<file path="config.mk">
export PLATFORM = sky130hd
export DESIGN_NAME = pipe_tracker
export DESIGN_NICKNAME = d
export VERILOG_FILES = /design/src/rtl/pipe_tracker_pkg.sv /design/src/rtl/pipe_tracker_stall_monitor.sv /design/src/rtl/pipe_tracker.sv
export SDC_FILE = /design/constraint.sdc
export NUM_CORES = 1
export LEC_CHECK = 0
export CORE_MARGIN = 5
export CORE_UTILIZATION = 30
export CTS_BUF_LIST = sky130_fd_sc_hd__clkbuf_16
export DETAILED_ROUTE_END_ITERATION = 7
export DONT_BUFFER_PORTS = 1
export HOLD_SLACK_MARGIN = 0.15
export PLACE_DENSITY = 0.47
export SLEW_MARGIN = 5
export SYNTH_ARGS = -nofsm -noshare
export SYNTH_HDL_FRONTEND = slang
export SYNTH_SLANG_ARGS = --single-unit
export TNS_END_PERCENT = 100
</file>
<file path="constraint.sdc">
create_clock -name clk -period 2.3 [get_ports clk]
set_clock_uncertainty 0.05 [all_clocks]
set_input_delay 0.46 -clock clk [delete_from_list [all_inputs] [get_ports clk]]
set_output_delay 0.46 -clock clk [all_outputs]
set_load 0.05 [all_outputs]
</file>
<file path="src/rtl/pipe_tracker_pkg.sv">
// Shared definitions for the pipeline tracker: stall watchdog limit, stall FSM
// encoding and the ID/EX bubble image also used by hazard-unit side code.
package pipe_tracker_pkg;

   localparam int STALL_LIMIT = 15;
   localparam int RUN_CNT_W   = 4;
   localparam int STALL_CNT_W = 16;

   typedef enum logic [1:0] {
      ST_RUN     = 2'b00,
      ST_STALL   = 2'b01,
      ST_TIMEOUT = 2'b10
   } stall_state_e;

   typedef struct packed {
      logic       a_s;
      logic       b_s;
      logic       d_s;
      logic       sr;
      logic [4:0] ra;
      logic [4:0] rb;
      logic [4:0] rd;
      logic       rf_le;
      logic       l;
      logic       cc_we;
      logic       nop;
   } idex_t;

   localparam idex_t IDEX_BUBBLE = '{
      a_s: 1'b0, b_s: 1'b0, d_s: 1'b0, sr: 1'b0,
      ra: 5'd0, rb: 5'd0, rd: 5'd0,
      rf_le: 1'b0, l: 1'b0, cc_we: 1'b0, nop: 1'b1
   };

   // r0 is hardwired, so a write to it must never look like a forwarding source.
   function automatic logic rf_le_gate(input logic le, input logic [4:0] rd);
      return le & (rd != 5'd0);
   endfunction

endpackage

</file>
<file path="src/rtl/pipe_tracker_stall_monitor.sv">
// Stall watchdog: RUN/STALL/TIMEOUT FSM with a consecutive-stall run counter
// and a saturating total stall-cycle counter.
module stall_monitor
   import pipe_tracker_pkg::*;
#(
   parameter int LIMIT = STALL_LIMIT
) (
   input  logic                   clk,
   input  logic                   rst,
   input  logic                   i_stall,
   output logic [STALL_CNT_W-1:0] o_stall_cnt,
   output logic                   o_stall_timeout
);

   localparam logic [RUN_CNT_W-1:0] LIMIT_M1 = RUN_CNT_W'(LIMIT - 1);

   stall_state_e          r_state;
   stall_state_e          w_state_next;
   logic [RUN_CNT_W-1:0]  r_run_cnt;
   logic [RUN_CNT_W-1:0]  w_run_cnt_next;
   logic [STALL_CNT_W-1:0] r_stall_cnt;

   always_ff @(posedge clk or posedge rst) begin
      if (rst) begin
         r_state   <= ST_RUN;
         r_run_cnt <= '0;
      end else begin
         r_state   <= w_state_next;
         r_run_cnt <= w_run_cnt_next;
      end
   end

   // Timeout fires on the stalled cycle that brings the run counter up to LIMIT.
   always_comb begin
      w_state_next   = r_state;
      w_run_cnt_next = r_run_cnt;
      case (r_state)
         ST_RUN: begin
            w_run_cnt_next = '0;
            if (i_stall) w_state_next = ST_STALL;
         end
         ST_STALL: begin
            if (!i_stall) begin
               w_state_next   = ST_RUN;
               w_run_cnt_next = '0;
            end else begin
               w_run_cnt_next = r_run_cnt + 1'b1;
               if (r_run_cnt == LIMIT_M1) w_state_next = ST_TIMEOUT;
            end
         end
         ST_TIMEOUT: begin
            w_state_next   = ST_TIMEOUT;
            w_run_cnt_next = r_run_cnt;
         end
         default: begin
            w_state_next   = ST_RUN;
            w_run_cnt_next = '0;
         end
      endcase
   end

   always_ff @(posedge clk or posedge rst) begin
      if (rst) begin
         r_stall_cnt <= '0;
      end else if (i_stall && (r_stall_cnt != {STALL_CNT_W{1'b1}})) begin
         r_stall_cnt <= r_stall_cnt + 1'b1;
      end
   end

   assign o_stall_cnt     = r_stall_cnt;
   assign o_stall_timeout = (r_state == ST_TIMEOUT);

endmodule

</file>
<file path="src/rtl/pipe_tracker.sv">
// ID/EX/MEM/WB control-field tracker feeding the hazard unit, plus the stall
// watchdog statistics.
module pipe_tracker
   import pipe_tracker_pkg::*;
(
   input  logic        clk,
   input  logic        rst,
   input  logic        A_S_ID,
   input  logic        B_S_ID,
   input  logic        D_S_ID,
   input  logic        SR_ID,
   input  logic [4:0]  RA_ID,
   input  logic [4:0]  RB_ID,
   input  logic [4:0]  RD_ID,
   input  logic        RF_LE_ID,
   input  logic        L_ID,
   input  logic        CC_WE_ID,
   input  logic        VALID_ID,
   input  logic        stall_D,
   input  logic        flush_E,
   input  logic        annul_D,
   output logic        A_S_EX,
   output logic        B_S_EX,
   output logic        D_S_EX,
   output logic        SR_EX,
   output logic [4:0]  RA_EX,
   output logic [4:0]  RB_EX,
   output logic [4:0]  RD_EX,
   output logic        RF_LE_EX,
   output logic        L_EX,
   output logic        CC_WE_EX,
   output logic        ID_NOP_EX,
   output logic [4:0]  RD_MEM,
   output logic [4:0]  RD_WB,
   output logic        RF_LE_MEM,
   output logic        RF_LE_WB,
   output logic [15:0] stall_cnt,
   output logic        stall_timeout
);

   idex_t      r_idex;
   idex_t      w_idex_next;
   logic [4:0] r_rd_mem;
   logic [4:0] r_rd_wb;
   logic       r_rf_le_mem;
   logic       r_rf_le_wb;

   // stall_D is deliberately ignored here: the hazard unit pairs it with flush_E.
   always_comb begin
      w_idex_next = IDEX_BUBBLE;
      if (!flush_E && !annul_D && VALID_ID) begin
         w_idex_next.a_s   = A_S_ID;
         w_idex_next.b_s   = B_S_ID;
         w_idex_next.d_s   = D_S_ID;
         w_idex_next.sr    = SR_ID;
         w_idex_next.ra    = RA_ID;
         w_idex_next.rb    = RB_ID;
         w_idex_next.rd    = RD_ID;
         w_idex_next.rf_le = RF_LE_ID;
         w_idex_next.l     = L_ID;
         w_idex_next.cc_we = CC_WE_ID;
         w_idex_next.nop   = 1'b0;
      end
   end

   always_ff @(posedge clk or posedge rst) begin
      if (rst) begin
         r_idex      <= IDEX_BUBBLE;
         r_rd_mem    <= 5'd0;
         r_rd_wb     <= 5'd0;
         r_rf_le_mem <= 1'b0;
         r_rf_le_wb  <= 1'b0;
      end else begin
         r_idex      <= w_idex_next;
         r_rd_mem    <= r_idex.rd;
         r_rd_wb     <= r_rd_mem;
         r_rf_le_mem <= rf_le_gate(r_idex.rf_le & ~r_idex.nop, r_idex.rd);
         r_rf_le_wb  <= rf_le_gate(r_rf_le_mem, r_rd_mem);
      end
   end

   stall_monitor #(
      .LIMIT (STALL_LIMIT)
   ) u_stall_monitor (
      .clk             (clk),
      .rst             (rst),
      .i_stall         (stall_D),
      .o_stall_cnt     (stall_cnt),
      .o_stall_timeout (stall_timeout)
   );

   assign A_S_EX    = r_idex.a_s;
   assign B_S_EX    = r_idex.b_s;
   assign D_S_EX    = r_idex.d_s;
   assign SR_EX     = r_idex.sr;
   assign RA_EX     = r_idex.ra;
   assign RB_EX     = r_idex.rb;
   assign RD_EX     = r_idex.rd;
   assign RF_LE_EX  = r_idex.rf_le;
   assign L_EX      = r_idex.l;
   assign CC_WE_EX  = r_idex.cc_we;
   assign ID_NOP_EX = r_idex.nop;
   assign RD_MEM    = r_rd_mem;
   assign RD_WB     = r_rd_wb;
   assign RF_LE_MEM = r_rf_le_mem;
   assign RF_LE_WB  = r_rf_le_wb;

endmodule

</file>
**Word-level counts from Yosys, hierarchy flattened**

Cells that the tools add are included.

- Add/sub/neg operators: 2
- Eq/ne operators: 6
- Muxes and demuxes: 7
- Bitwise gates (word level): 4
- Reduce and logical (&&, ||, !) cells: 9

Operator list:

| kind | count |
|---|---|
| $mux W23 | 1 |
| $add A16 B1 Y16 const B | 1 |
| $ne A16 B16 Y1 const B | 1 |
| $reduce_bool A5 Y1 | 2 |
| $pmux W4 S2 | 1 |
| $mux W2 | 3 |
| $pmux W2 S3 | 1 |
| $add A4 B1 Y4 const B | 1 |
| $eq A4 B4 Y1 const B | 1 |
| $mux W4 | 1 |
| $and A1 B1 Y1 | 3 |
| $logic_and A1 B1 Y1 | 3 |
| $ne A3 B2 Y1 const B | 1 |
| $eq A2 B1 Y1 const B | 1 |
| $eq A2 B2 Y1 const B | 1 |
| $logic_not A1 Y1 | 2 |
| $logic_not A2 Y1 | 1 |
| $ne A2 B2 Y1 const B | 1 |
| $reduce_and A2 Y1 | 1 |
| $not A1 Y1 | 1 |

- Bits in registers: 57
- Input port bits: 28
- Word-level logic and storage cells: 46

**Depth between registers and ports, before layout**

Gate-level depths: netlist (run 1).

- Depth after elaboration: 4
- Gate-level depth with buffers: 5

**Hierarchy**

Synthesis (run 1) repeated with hierarchy kept, for this count alone.

- Cell total of the unflattened synthesis: 170
- Area total of the unflattened synthesis: 2200.9 µm²

By module, submodules not included:

| module | times used | cells each | area an instance (µm²) |
|---|---|---|---|
| stall_monitor | 1 | 102 | 1123.6 |
| pipe_tracker | 1 | 68 | 1077.3 |

**Worst setup path before layout (run 1)**

OpenSTA, ideal clock, no wires.

- Path kind: flip-flop to flip-flop
- Start point: reg u_stall_monitor.r_stall_cnt[0] (netlist: u_stall_monitor.o_stall_cnt[0])
- End point: reg u_stall_monitor.r_stall_cnt[1] (netlist: u_stall_monitor.o_stall_cnt[1])
- Library setup time: 0.128 ns
- Arrival time: 1.947 ns
- Data required time: 2.122 ns
- Setup slack: 0.175 ns
- Stages on the path, launching flop included: 6
- Path buffers: 0
- Clock period less this slack: 2.125 ns
- Cells stage by stage: dfrtp_1 > ha_1 > nand4_1 > nor4_4 > nand2b_2 > mux2_1

- Word-level cells in the longest chain between the ends: 2

Ends and longest elaborated chain:

| element | line | text |
|---|---|---|
| start, declared | pipe_tracker_stall_monitor.sv:21 | `logic [STALL_CNT_W-1:0] r_stall_cnt;` |
| start signal, assigned | pipe_tracker_stall_monitor.sv:66 | `r_stall_cnt <= r_stall_cnt + 1'b1;` |
| branches (longest 2 deep; another with $add A16 B1 Y16) | -- |  |

Parallel ways; which one is timed is not known.
A chain may end at the register's enable or synchronous reset.

**Final worst setup path (run 1)**

- Start point: reg u_stall_monitor.r_stall_cnt[3] (netlist: u_stall_monitor.o_stall_cnt[3])
- End point: reg u_stall_monitor.r_stall_cnt[15] (netlist: u_stall_monitor.o_stall_cnt[15])

Same word-level chain as after synthesis.

==> results.md, run 1 <==
- The region available for standard cell placement spans 0.00687 mm^2.
- STA classifies the critical path startpoint as a flip-flop.
- For hold timing, the worst endpoint is RD_EX[3]$_DFF_PP0_.
- The worst setup path is captured at a flip-flop.
- Using the TritonRoute via totals, the vias-per-cell ratio works out to 4.68.
- The depth of the worst register-to-register path is 4.
- The first detailed-routing pass took 4 iterations.
- The wire length per cell is 15.2 um.
- Counting flops with an async set or reset pin after synthesis yields a share of 100%.
- The global route total overflow is 0.
- Across all layers, the routed design uses 1398 vias.
- The worst setup slack for register-to-register paths is 620 ps.
- In the post-synthesis netlist, the biggest area contributors are dfrtp_1, and2_1, xor2_1, nor4_1, nand3_1.
- Summing the areas of all xor and xnor instances in the mapped netlist gives 4.49% of the synthesized area.
- In the synthesized netlist, the cells that appear most often are dfrtp_1, and2_1, nand2_1, xor2_1.
- The path class of the tightest hold or removal check is input pin to flip-flop.
- The proportion of netlist area held by the largest area contributor is 65.3%.
- The area growth from synthesis to layout is 26.9%.
- The die covers 0.00894 mm^2.
- The main combinational cell family by area after synthesis is simple AND/OR/NAND/NOR gates.
- VDD sags by at most 0.376 mV.
- The die span in y is 94.6 um.
- The final worst-path cycle share is 73.1%.
- The startpoint-to-endpoint class of the critical path is flip-flop to flip-flop.
- At the later pin of the worst-skew pair, clock insertion delay measures 320 ps.
- The clock net in this run drives a total of 57 sinks.
- In this run the core area contains 30 standard-cell rows.
- The H-tree was split into 3 levels.
- The worst hold path startpoint is RD_ID[3].
- The via count of the first global-routing pass was 1571.
- The initial cell density of the core is 31.2%.
- Setup total negative slack on the finished layout was measured at 0 ps.
- STA puts the critical path data required time at 2450 ps.
- Summing the areas of all compound-gate instances in the mapped netlist gives 3.15% of the synthesized area.
- Synthesis produced a netlist with a net count of 199.
- The routed design has 4.55 mm of wire.
- Counting along the longest clock path gives a buffer depth of 2.
- Power spread over the standard cell area amounts to 1080 mW/mm^2.
- The number of hold violations in the final report was 0.
- Buffers placed on the I/O ports in this run total 0.
- Of the total synthesized cell area, the portion taken by full adders, half adders and majority gates is 1.75%.
- The transition at the pin with the smallest max-transition slack is 610 ps.
- For this design the top-level I/O count stands at 80.
- The all-layer global routing usage is 11.3%.
- Counting the buffers created by CTS gives 9.
- The clock root buffer is clkbuf_16.
- The layout net count is 229.
- Of all nets on the critical path, the largest fanout is 7.
- The synthesized design spends more area on one cell type than any other, namely dfrtp_1.
- The weighted congestion reported at the end of routability-driven placement is 0.823.
- The worst pin sits at a relative slew slack of 59.2%.
- The final number of max-transition violations is 0.
- The worst register-to-register path ends at u_stall_monitor.o_stall_cnt[15]$_DFFE_PP0P_.
- The run finished with clean final reports.
- The number of DRC markers after the initial detailed-route iteration is 24.
- The most common cell in the netlist is dfrtp_1.
- The max-capacitance violation count is 0.
- The highest clock frequency the design can meet is 594 MHz.
- The maximum number of pins on one net before global-route repair is 30.
- The worst register-to-register path begins at u_stall_monitor.o_stall_cnt[3]$_DFFE_PP0P_.
- The filler cell count in the final layout is 670.
- The total standard cell area after synthesis is 0.00215 mm^2.
- The die is 94.6 um wide.
- The initial antenna violation count was 0.
- The half-perimeter wire length of the detailed placement result is 3.43 mm.
- In this run the static leakage power is 1.33 nW.
- The time the worst path needs with I/O delays and setup is 1680 ps.
- The post-detailed-route count of antenna-violating nets is 0.
- TritonCTS built the clock tree.
- The number of warning messages in the yosys log is 0.
- The fraction of the core area covered by cells at the end of the flow is 39.6%.
- Yosys mapped a number of flops with a built-in enable equal to 0.
- After synthesis, the share of cell area in mux cells is 1.05%.
- The clock-pin slew on the worst setup and hold paths is 50 ps.
- Setup violations remaining at the end of the flow were counted as 0.
- The number of buffers inserted by post-CTS setup repair is 0.
- The average instance in the mapped netlist occupies 12.8 um^2.
- Summing the areas of all and, or, nand and nor instances in the mapped netlist gives 22.2% of the synthesized area.
- The count of distinct cell types in the synthesized netlist is 33.
- The most used flip-flop cell after synthesis is dfrtp_1.
- Gates resized during post-CTS repair numbered 0.
- The number of hold buffers added after CTS was 1.
- The signal arrival time at the worst endpoint is 1830 ps.
- Setup repair after global routing left no endpoint under its margin.
- After synthesis the netlist holds a flip-flop and latch count of 57.
- The remaining design rule violation count is 0.
- The first global-routing pass estimated 7.57 mm of wire.
- The number of antenna diodes is 0.
- Synthesis produced 168 cells.
- The cell count of the worst hold path is 1.
- The share of the Yosys chip area taken by registers is 66.5%.
- The post-route netlist has 20.2% of its cells at a drive strength greater than 1.
-- sequential cells by signal (all words and copies together), names as in the netlist, 2 cells and up --
register	count
RA_EX	5
u_stall_monitor.r_run_cnt	4
u_stall_monitor.r_state	2
RB_EX	5
RD_MEM	5
RD_WB	5
u_stall_monitor.o_stall_cnt	16
RD_EX	5
-- area by class of cell --
type,count,area (um^2),area share (%)
multi-input combinational,106,704,25.9
tap,96,120,4.41
clock buffer,9,225,8.27
sequential,57,1430,52.4
timing repair buffer,21,173,6.34
clock inverter,7,61.3,2.25
inverter,3,11.3,0.414
-- report_power, final --
group / total, W / internal (W) / switching (W)
clock network: 0.00125 / 0.000822 / 0.000429
logic: 0.000479 / 0.000140 / 0.000339
registers: 0.00121 / 0.00108 / 0.000135
-- cell usage in the layout (no fill, tap or decap), types with 2 or more instances in the layout --
| cell | instances |
|---|---|
| o21ai_0 | 7 |
| nor3_1 | 3 |
| clkinv_1 | 3 |
| nand3_1 | 8 |
| o21a_1 | 2 |
| a21oi_1 | 2 |
| inv_1 | 2 |
| nand4_1 | 5 |
| clkbuf_16 | 9 |
| dfrtp_1 | 56 |
| nor4_1 | 7 |
| or4_1 | 2 |
| buf_4 | 19 |
| clkinvlp_4 | 2 |
| ha_1 | 3 |
| nor2_1 | 8 |
| nand2_1 | 10 |
| and2_1 | 22 |
| xor2_1 | 10 |
-- metrics by stage --
stage | hold slack (ps) | total power, W | setup slack [ps] | cells | cell area [um^2]
global placement | 387 | 0.00170 | 635 | 282 | 2430
finish | 218 | 0.00294 | 618 | 299 | 2720
CTS | 202 | 0.00300 | 601 | 299 | 2720
floorplan | 451 | 0.00155 | 175 | 168 | 2150
global route | 201 | 0.00310 | 471 | 299 | 2720
detailed placement | 413 | 0.00172 | 610 | 282 | 2430
-- how the worst max path moves through the flow --
stage	startpoint	end	slack, ps	cells past startpoint
after detailed placement	u_stall_monitor.o_stall_cnt[3]$_DFFE_PP0P_	u_stall_monitor.o_stall_cnt[15]$_DFFE_PP0P_	610	4
after CTS	u_stall_monitor.o_stall_cnt[3]$_DFFE_PP0P_	u_stall_monitor.o_stall_cnt[15]$_DFFE_PP0P_	600	4
final	u_stall_monitor.o_stall_cnt[3]$_DFFE_PP0P_	u_stall_monitor.o_stall_cnt[15]$_DFFE_PP0P_	620	4
after floorplan	u_stall_monitor.o_stall_cnt[0]$_DFFE_PP0P_	u_stall_monitor.o_stall_cnt[1]$_DFFE_PP0P_	180	5
after global placement	u_stall_monitor.o_stall_cnt[3]$_DFFE_PP0P_	u_stall_monitor.o_stall_cnt[15]$_DFFE_PP0P_	640	4
after global routing	u_stall_monitor.o_stall_cnt[3]$_DFFE_PP0P_	u_stall_monitor.o_stall_cnt[15]$_DFFE_PP0P_	470	4
-- worst max-delay path, stage by stage, from the launching register on --
cell and delay [ps]:
dfrtp_1 450, nand2_1 140, or2_2 350, nor4_1 210, mux2_2 370
-- per-layer routing --
metal / vias to the layer above / routed length (um) / track usage [%]
met5: - / 0 / 0
met4: 0 / 51 / 4.69
met3: 6 / 660 / 7.81
li1: 641 / - / -
met2: 67 / 2280 / 18.5
met1: 684 / 1550 / 11.0
-- cell families (layout without fill, tap and decap cells) --
family	count (synthesis)	count (layout)
AO/OA/AOI/OAI	12	12
XOR/XNOR	11	11
adder cells (fa/ha/maj)	3	3
buffers and inverters	5	40
flip-flops	57	57
multiplexers	2	2
AND/OR/NAND/NOR	78	78
Note: power is estimated with default switching activity, not from simulation.
==> inputs of run 2 (changes only) <==
Settings changed: PLACE_DENSITY 0.47 to 0.48.
Clock period 2.3 ns to 1.44 ns, I/O delays scaled along.
==> results.md, run 2 (synthesis results as in run 1) <==
- The area of combinational cells with multiple inputs came to 926 um^2 (was 704 um^2).
- The number of standard-cell rows in the floorplan came to 30 (unchanged).
- The maximum number of pins on one net before global-route repair is 32 (was 30).
- The initial cell density of the core came to 31.2% (unchanged).
- The final number of max-transition violations is 0 (unchanged).
- The number of vias in the routed layout is 1677 (was 1398).
- The met3 track demand over resource in global routing is 6.45% (was 7.81%).
- The number of H-tree levels is 3 (unchanged).
- The number of antenna diodes is 0 (unchanged).
- The setup slack of the critical path after layout is -169 ps (was 618 ps).
- The number of flip-flops in the largest register was 16 (unchanged).
- Unrepaired setup endpoints after global routing: true (was false).
- The maximum count of clock buffers along a single path is 2 (unchanged).
- The die span in y is 94.6 um (unchanged).
- The area taken by flip-flops and latches is 0.00145 mm^2 (was 0.00143 mm^2).
- The static leakage came to 1.68 nW (was 1.33 nW).
- The beginning of the critical path is u_stall_monitor.o_stall_cnt[0]$_DFFE_PP0P_ (was u_stall_monitor.o_stall_cnt[3]$_DFFE_PP0P_).
- The number of buffers inserted during clock tree synthesis was 9 (unchanged).
- The signed area change from the synthesized netlist to the final layout is 65.2% (was 26.9%).
- The overall die width was 94.6 um (unchanged).
- The floorplan core area is 0.00687 mm^2 (unchanged).
- The most common cell after layout, fill and taps aside is buf_4 (was dfrtp_1).
- The all-layer global routing usage is 14.0% (was 11.3%).
- The global routing usage on met2 was 23.9% (was 18.5%).
- The worst relative slew slack is 66.1% (was 59.2%).
- The cell area reported after detailed placement is 0.00274 mm^2 (was 0.00243 mm^2).
- The layout net count came to 295 (was 229).
- The vias per cell is 4.59 (was 4.68).
- The via count of the first global-routing pass came to 1881 (was 1571).
- Top library cells by usage in the layout, fill and taps aside: buf_4, dfrtp_1, dlygate4sd3_1 (was dfrtp_1, and2_1, buf_4).
- The clock-pin slew on the worst setup and hold paths was 50 ps (about the same).
- The depth of the worst register-to-register path came to 5 (was 4).
- The total power consumption of the routed design was 0.00524 W (was 0.00294 W).
- The worst setup slack for register-to-register paths was -170 ps (was 620 ps).
- The number of DRC markers after the initial detailed-route iteration is 25 (was 24).
- The endpoint required time on the critical path is 1590 ps (was 2450 ps).
- The weighted congestion reported at the end of routability-driven placement came to 0.935 (was 0.823).
- The area enclosed by the die boundary is 0.00894 mm^2 (unchanged).
- The endpoint of the worst-slack reg-to-reg timing path was u_stall_monitor.o_stall_cnt[1]$_DFFE_PP0P_ (was u_stall_monitor.o_stall_cnt[15]$_DFFE_PP0P_).
- The first-pass iteration count of the detailed router was 4 (unchanged).
- The total routed wirelength is 5.72 mm (was 4.55 mm).
- The global route total overflow is 0 (unchanged).
- The critical path endpoint category is a flip-flop (unchanged).
- The worst hold path startpoint is stall_D (was RD_ID[3]).
- The number of port buffers is 0 (unchanged).
- The number of sinks driven by the clock tree is 57 (unchanged).
- The maximum net fanout on the critical path was 3 (was 7).
- The element type at the critical path start is a flip-flop (unchanged).
- The highest-utilization routing layer at the global route stage is met2 (unchanged).
- The remaining design rule violation count is 0 (unchanged).
- The transition at the pin with the smallest max-transition slack is 508 ps (was 610 ps).
- The share of layout cells above drive strength 1 came to 46.5% (was 20.2%).
- The launch point of the worst reg-to-reg path is u_stall_monitor.o_stall_cnt[0]$_DFFE_PP0P_ (was u_stall_monitor.o_stall_cnt[3]$_DFFE_PP0P_).
- The filler cell count in the final layout is 576 (was 670).
- The highest clock frequency the design can meet is 621 MHz (was 594 MHz).
- The clock insertion delay at the later pin of the skew report came to 320 ps (about the same).
- The initial antenna violation count is 0 (unchanged).
- The time the worst path needs with I/O delays and setup is 1610 ps (was 1680 ps).
- The global routing met1 resource utilization came to 14.6% (was 11.0%).
- The final worst-path cycle share came to 112% (was 73.1%).
- The cell area after layout came to 0.00355 mm^2 (was 0.00272 mm^2).
- Outcome: finished, violations left (was completed).
- The CTS tree is yes (unchanged).
- The maximum ir drop on the vdd rail is 0.666 mV (was 0.376 mV).
- The setup-violating endpoint count in the final report is 14 (was 0).
- The number of hold violations in the final report came to 0 (unchanged).
- The checks that failed: setup timing.
- The post-detailed-route count of antenna-violating nets came to 0 (unchanged).
- The clock root buffer is clkbuf_16 (unchanged).
- The global-route wire length before repair was 9.42 mm (was 7.57 mm).
- The class of the worst hold path is input pin to flip-flop (unchanged).
- The worst hold endpoint is u_stall_monitor.o_stall_cnt[1]$_DFFE_PP0P_ (was RD_EX[3]$_DFF_PP0_).
- The max-capacitance violation count is 0 (unchanged).
- The wire length per cell came to 15.7 um (was 15.2 um).
- The half-perimeter wire length of the detailed placement result is 3.99 mm (was 3.43 mm).
- The number of top-level pins is 80 (unchanged).
- The worst hold slack across all endpoints is 154 ps (was 218 ps).
- The startpoint-to-endpoint class of the critical path is flip-flop to flip-flop (unchanged).
- The signal arrival time at the worst endpoint was 1760 ps (was 1830 ps).
- The total power density per cell area is 1480 mW/mm^2 (was 1080 mW/mm^2).
- The fraction of the core area covered by cells at the end of the flow is 51.6% (was 39.6%).
- The cell count of the worst hold path is 2 (was 1).
==> run 2: cell types whose count changed in the layout (fill, tap and decap cells not counted), moves of 3 or more <==
cell / before / now
nor3_1: 3 / 0
dfrtp_1: 56 / 38
dlygate4sd3_1: 1 / 24
buf_4: 19 / 54
nor4_4: 1 / 8
buf_6: 0 / 9
dfrtp_2: 0 / 18
nor2_1: 8 / 5
nor4_1: 7 / 0
==> run 2: worst max path at each step <==
stage,endpoint,slack [ps],cells past startpoint
floorplan,u_stall_monitor.o_stall_cnt[1]$_DFFE_PP0P_,-460,5
global placement,u_stall_monitor.o_stall_cnt[7]$_DFFE_PP0P_,-170,6
detailed placement,u_stall_monitor.o_stall_cnt[7]$_DFFE_PP0P_,-160,6
CTS,u_stall_monitor.o_stall_cnt[1]$_DFFE_PP0P_,-130,5
global route,u_stall_monitor.o_stall_cnt[1]$_DFFE_PP0P_,-280,5
finish,u_stall_monitor.o_stall_cnt[1]$_DFFE_PP0P_,-170,5
==> run 2: stage by stage <==
stage          cells  setup WS [ps]  TNS (ps)
6_report         365           -169     -1080
5_1_grt          365           -276     -2560
4_1_cts          360           -132      -729
3_5_place_dp     315           -164      -947
3_3_place_gp     315           -171      -774
2_1_floorplan    168           -460     -2940
==> run 2: power breakdown <==
group          leakage, nW  switching [W]  internal (W)
logic                0.795       0.000740      0.000550
registers            0.742       0.000199       0.00174
clock network        0.140       0.000691       0.00132
==> run 2: cell type report <==
cell class,instances,share of cell area [%]
clock buffer,9,6.35
clock inverter,7,1.76
inverter,3,0.423
multi-input combinational,106,26.1
sequential,57,40.9
tap,96,3.39
timing repair buffer,87,21.1
==> run 2: worst max-delay path: stages (launching register included) <==
cell and delay, ps:
dfrtp_2 380, ha_4 150, nand4_1 170, nor4_4 240, nand2b_4 200, mux2_4 290
==> run 2: repair_timing <==
action                     in CTS  in global routing
hold buffers                   23                  1
hold endpoints to repair       82                  2
setup endpoints to repair      15                 20
resized for setup              31                 10
pin swaps                      13                 13
buffers inserted                7                  6
==> run 2: per-layer routing <==
metal	routed length [um]	vias up	share of wire (%)
li1	-	771	-
met1	2070	838	36
met4	93	0	1.6
met5	0	-	0
met3	485	10	8.5
met2	3070	58	54
==> inputs of run 3 (changes only) <==
Settings changed: SETUP_SLACK_MARGIN set to 0.4.
==> results.md, run 3 (synthesis results as in run 1) <==
- The total power consumption of the routed design is 0.00524 W (about the same).
- Unrepaired setup endpoints after global routing: true (unchanged).
- Cell-by-cell trace of the critical path: ha_4 -> nand4_1 -> nor4_4 -> nand2b_4 -> mux2_4 (unchanged).
- The number of sinks driven by the clock tree is 57 (unchanged).
- The startpoint-to-endpoint class of the critical path is flip-flop to flip-flop (unchanged).
- The number of port buffers is 0 (unchanged).
- The setup TNS came to -981 ps (was -1080 ps).
- The most common cell after layout, fill and taps aside was dfrtp_2 (was buf_4).
- The first-pass iteration count of the detailed router came to 3 (was 4).
- The peak per-stage delay on the critical path came to 390 ps (was 380 ps).
- The global-route wire length before repair is 9.57 mm (was 9.42 mm).
- The via count of the first global-routing pass is 1877 (was 1881).
- The remaining design rule violation count is 0 (unchanged).
- The worst hold endpoint is u_stall_monitor.o_stall_cnt[1]$_DFFE_PP0P_ (unchanged).
- The number of DRC markers after the initial detailed-route iteration was 33 (was 25).
- The final worst-path cycle share was 109% (was 112%).
- The transition at the pin with the smallest max-transition slack is 429 ps (was 508 ps).
- The post-detailed-route count of antenna-violating nets is 0 (unchanged).
- The final number of max-transition violations is 0 (unchanged).
- The die span in y is 94.6 um (unchanged).
- The clock-pin slew on the worst setup and hold paths was 50 ps (about the same).
- The maximum count of clock buffers along a single path is 2 (unchanged).
- The launch point of the worst reg-to-reg path was u_stall_monitor.o_stall_cnt[0]$_DFFE_PP0P_ (unchanged).
- The area enclosed by the die boundary is 0.00894 mm^2 (unchanged).
- Top library cells by usage in the layout, fill and taps aside: dfrtp_2, dlygate4sd3_1, buf_6, buf_4, and2_1 (was buf_4, dfrtp_1, dlygate4sd3_1).
- The sum of buffers and inverters on the critical path is 0 (unchanged).
- The critical path endpoint category is a flip-flop (unchanged).
- The maximum number of pins on one net before global-route repair is 58 (was 32).
- The cell count of the worst hold path is 2 (unchanged).
- The class of the worst hold path is input pin to flip-flop (unchanged).
- The element type at the critical path start is a flip-flop (unchanged).
- The time the worst path needs with I/O delays and setup is 1570 ps (was 1610 ps).
- The wire length per cell is 16.0 um (was 15.7 um).
- The maximum net fanout on the critical path was 3 (unchanged).
- The fraction of power spent switching nets is 31.9% (was 31.1%).
- The setup-violating endpoint count in the final report was 17 (was 14).
- The initial antenna violation count is 0 (unchanged).
- The global route total overflow is 0 (unchanged).
- The number of H-tree levels is 3 (unchanged).
- The power share of the sequential group is 37.0% (was 37.1%).
- The endpoint of the worst-slack reg-to-reg timing path is u_stall_monitor.o_stall_cnt[1]$_DFFE_PP0P_ (unchanged).
- The number of top-level pins is 80 (unchanged).
- Outcome: finished, violations left (unchanged).
- The number of standard-cell rows in the floorplan came to 30 (unchanged).
- The layout net count came to 300 (was 295).
- The proportion of power drawn by the clock network is 36.1% (was 38.3%).
- The highest clock frequency the design can meet is 635 MHz (was 621 MHz).
- The filler cell count in the final layout was 548 (was 576).
- The initial cell density of the core came to 31.2% (unchanged).
- Violations in the final reports: setup timing (unchanged).
- The worst relative slew slack came to 71.3% (was 66.1%).
- The depth of the worst register-to-register path was 5 (unchanged).
- The CTS tree is yes (unchanged).
- The internal power component came to 0.00357 W (was 0.00361 W).
- The cell family with the largest share of critical-path delay is simple AND/OR/NAND/NOR gates (unchanged).
- The endpoint required time on the critical path is 1590 ps (about the same).
- The clock root buffer is clkbuf_16 (unchanged).
- The total power density per cell area is 1360 mW/mm^2 (was 1480 mW/mm^2).
- The clock insertion delay at the later pin of the skew report was 320 ps (about the same).
- The setup slack of the critical path after layout was -134 ps (was -169 ps).
- The static leakage is 1.70 nW (was 1.68 nW).
- The overall die width is 94.6 um (unchanged).
- The weighted congestion reported at the end of routability-driven placement was 0.790 (was 0.935).
- The all-layer global routing usage is 14.3% (was 14.0%).
- The worst hold path startpoint was stall_D (unchanged).
- The total routed wirelength is 5.92 mm (was 5.72 mm).
- The number of vias in the routed layout was 1717 (was 1677).
- The number of flip-flops in the largest register was 16 (unchanged).
- The slowest library cell on the worst path was dfrtp_2 (unchanged).
- The maximum ir drop on the vdd rail was 0.677 mV (was 0.666 mV).
- The vias per cell is 4.64 (was 4.59).
- The signal arrival time at the worst endpoint is 1720 ps (was 1760 ps).
- The worst setup slack for register-to-register paths was -130 ps (was -170 ps).
- The number of antenna diodes is 0 (unchanged).
- The floorplan core area came to 0.00687 mm^2 (unchanged).
- The power share of the combinational group is 26.9% (was 24.6%).
- The number of buffers inserted during clock tree synthesis is 9 (unchanged).
- The net load switching power is 0.00167 W (was 0.00163 W).
- The signed area change from the synthesized netlist to the final layout came to 79.7% (was 65.2%).
- The max-capacitance violation count was 0 (unchanged).
- The half-perimeter wire length of the detailed placement result was 3.88 mm (was 3.99 mm).
- The share of layout cells above drive strength 1 is 59.5% (was 46.5%).
- The number of hold violations in the final report was 0 (unchanged).
run 3: how the worst max path moves through the flow:
stage,startpoint,endpoint,slack [ps],cells past startpoint
2_1_floorplan,u_stall_monitor.o_stall_cnt[0]$_DFFE_PP0P_,u_stall_monitor.o_stall_cnt[1]$_DFFE_PP0P_,-460,5
3_3_place_gp,u_stall_monitor.o_stall_cnt[0]$_DFFE_PP0P_,u_stall_monitor.o_stall_cnt[13]$_DFFE_PP0P_,-130,6
3_5_place_dp,u_stall_monitor.o_stall_cnt[0]$_DFFE_PP0P_,u_stall_monitor.o_stall_cnt[13]$_DFFE_PP0P_,-140,6
4_1_cts,u_stall_monitor.o_stall_cnt[1]$_DFFE_PP0P_,u_stall_monitor.o_stall_cnt[1]$_DFFE_PP0P_,-130,5
5_1_grt,u_stall_monitor.o_stall_cnt[0]$_DFFE_PP0P_,u_stall_monitor.o_stall_cnt[3]$_DFFE_PP0P_,-240,7
6_report,u_stall_monitor.o_stall_cnt[0]$_DFFE_PP0P_,u_stall_monitor.o_stall_cnt[1]$_DFFE_PP0P_,-130,5
run 3: layout make-up:
cell class | count | area (um^2) | share of cell area [%]
sequential | 57 | 1490 | 38.5
timing repair buffer | 92 | 1040 | 27.0
multi-input combinational | 106 | 921 | 23.9
clock buffer | 9 | 225 | 5.84
tap | 96 | 120 | 3.11
clock inverter | 7 | 47.5 | 1.23
inverter | 3 | 15.0 | 0.389
run 3: per-layer routing:
layer	track usage, %	wire, um	share of wire, %
met5	0	0	0
met4	7.69	142	2.4
met3	6.77	547	9.2
met2	23.6	3050	52
met1	15.3	2180	37
run 3: through the flow:
stage | cells | worst slack [ps] | hold WS, ps | cell area [um^2] | utilization [%]
2_1_floorplan | 168 | -460 | 324 | 2240 | -
3_3_place_gp | 314 | -132 | 208 | 2750 | 40.1
3_5_place_dp | 314 | -141 | 221 | 2750 | 40.1
4_1_cts | 363 | -132 | 76.1 | 3690 | 53.8
5_1_grt | 370 | -238 | 149 | 3860 | 56.1
6_report | 370 | -134 | 154 | 3860 | 56.1
run 3: power groups by stage:
stage	clock network, W	logic (W)	registers [W]
2_1_floorplan	0	0.000229	0.00231
3_3_place_gp	0	0.000933	0.00194
3_5_place_dp	0	0.000957	0.00195
4_1_cts	0.00194	0.00119	0.00193
5_1_grt	0.00204	0.00151	0.00195
6_report	0.00189	0.00141	0.00194
run 3: worst register-to-register path, cell delays in order (launching register included):
cell      delay [ps]
dfrtp_2          390
ha_4             140
nand4_1          170
nor4_4           230
nand2b_4         190
mux2_4           290
run 3: timing repair:
item,in CTS,in global routing
pin swaps,15,10
hold endpoints to repair,82,2
hold buffers,23,1
gates resized for setup,104,24
setup endpoints to repair,76,76
setup buffers,10,6
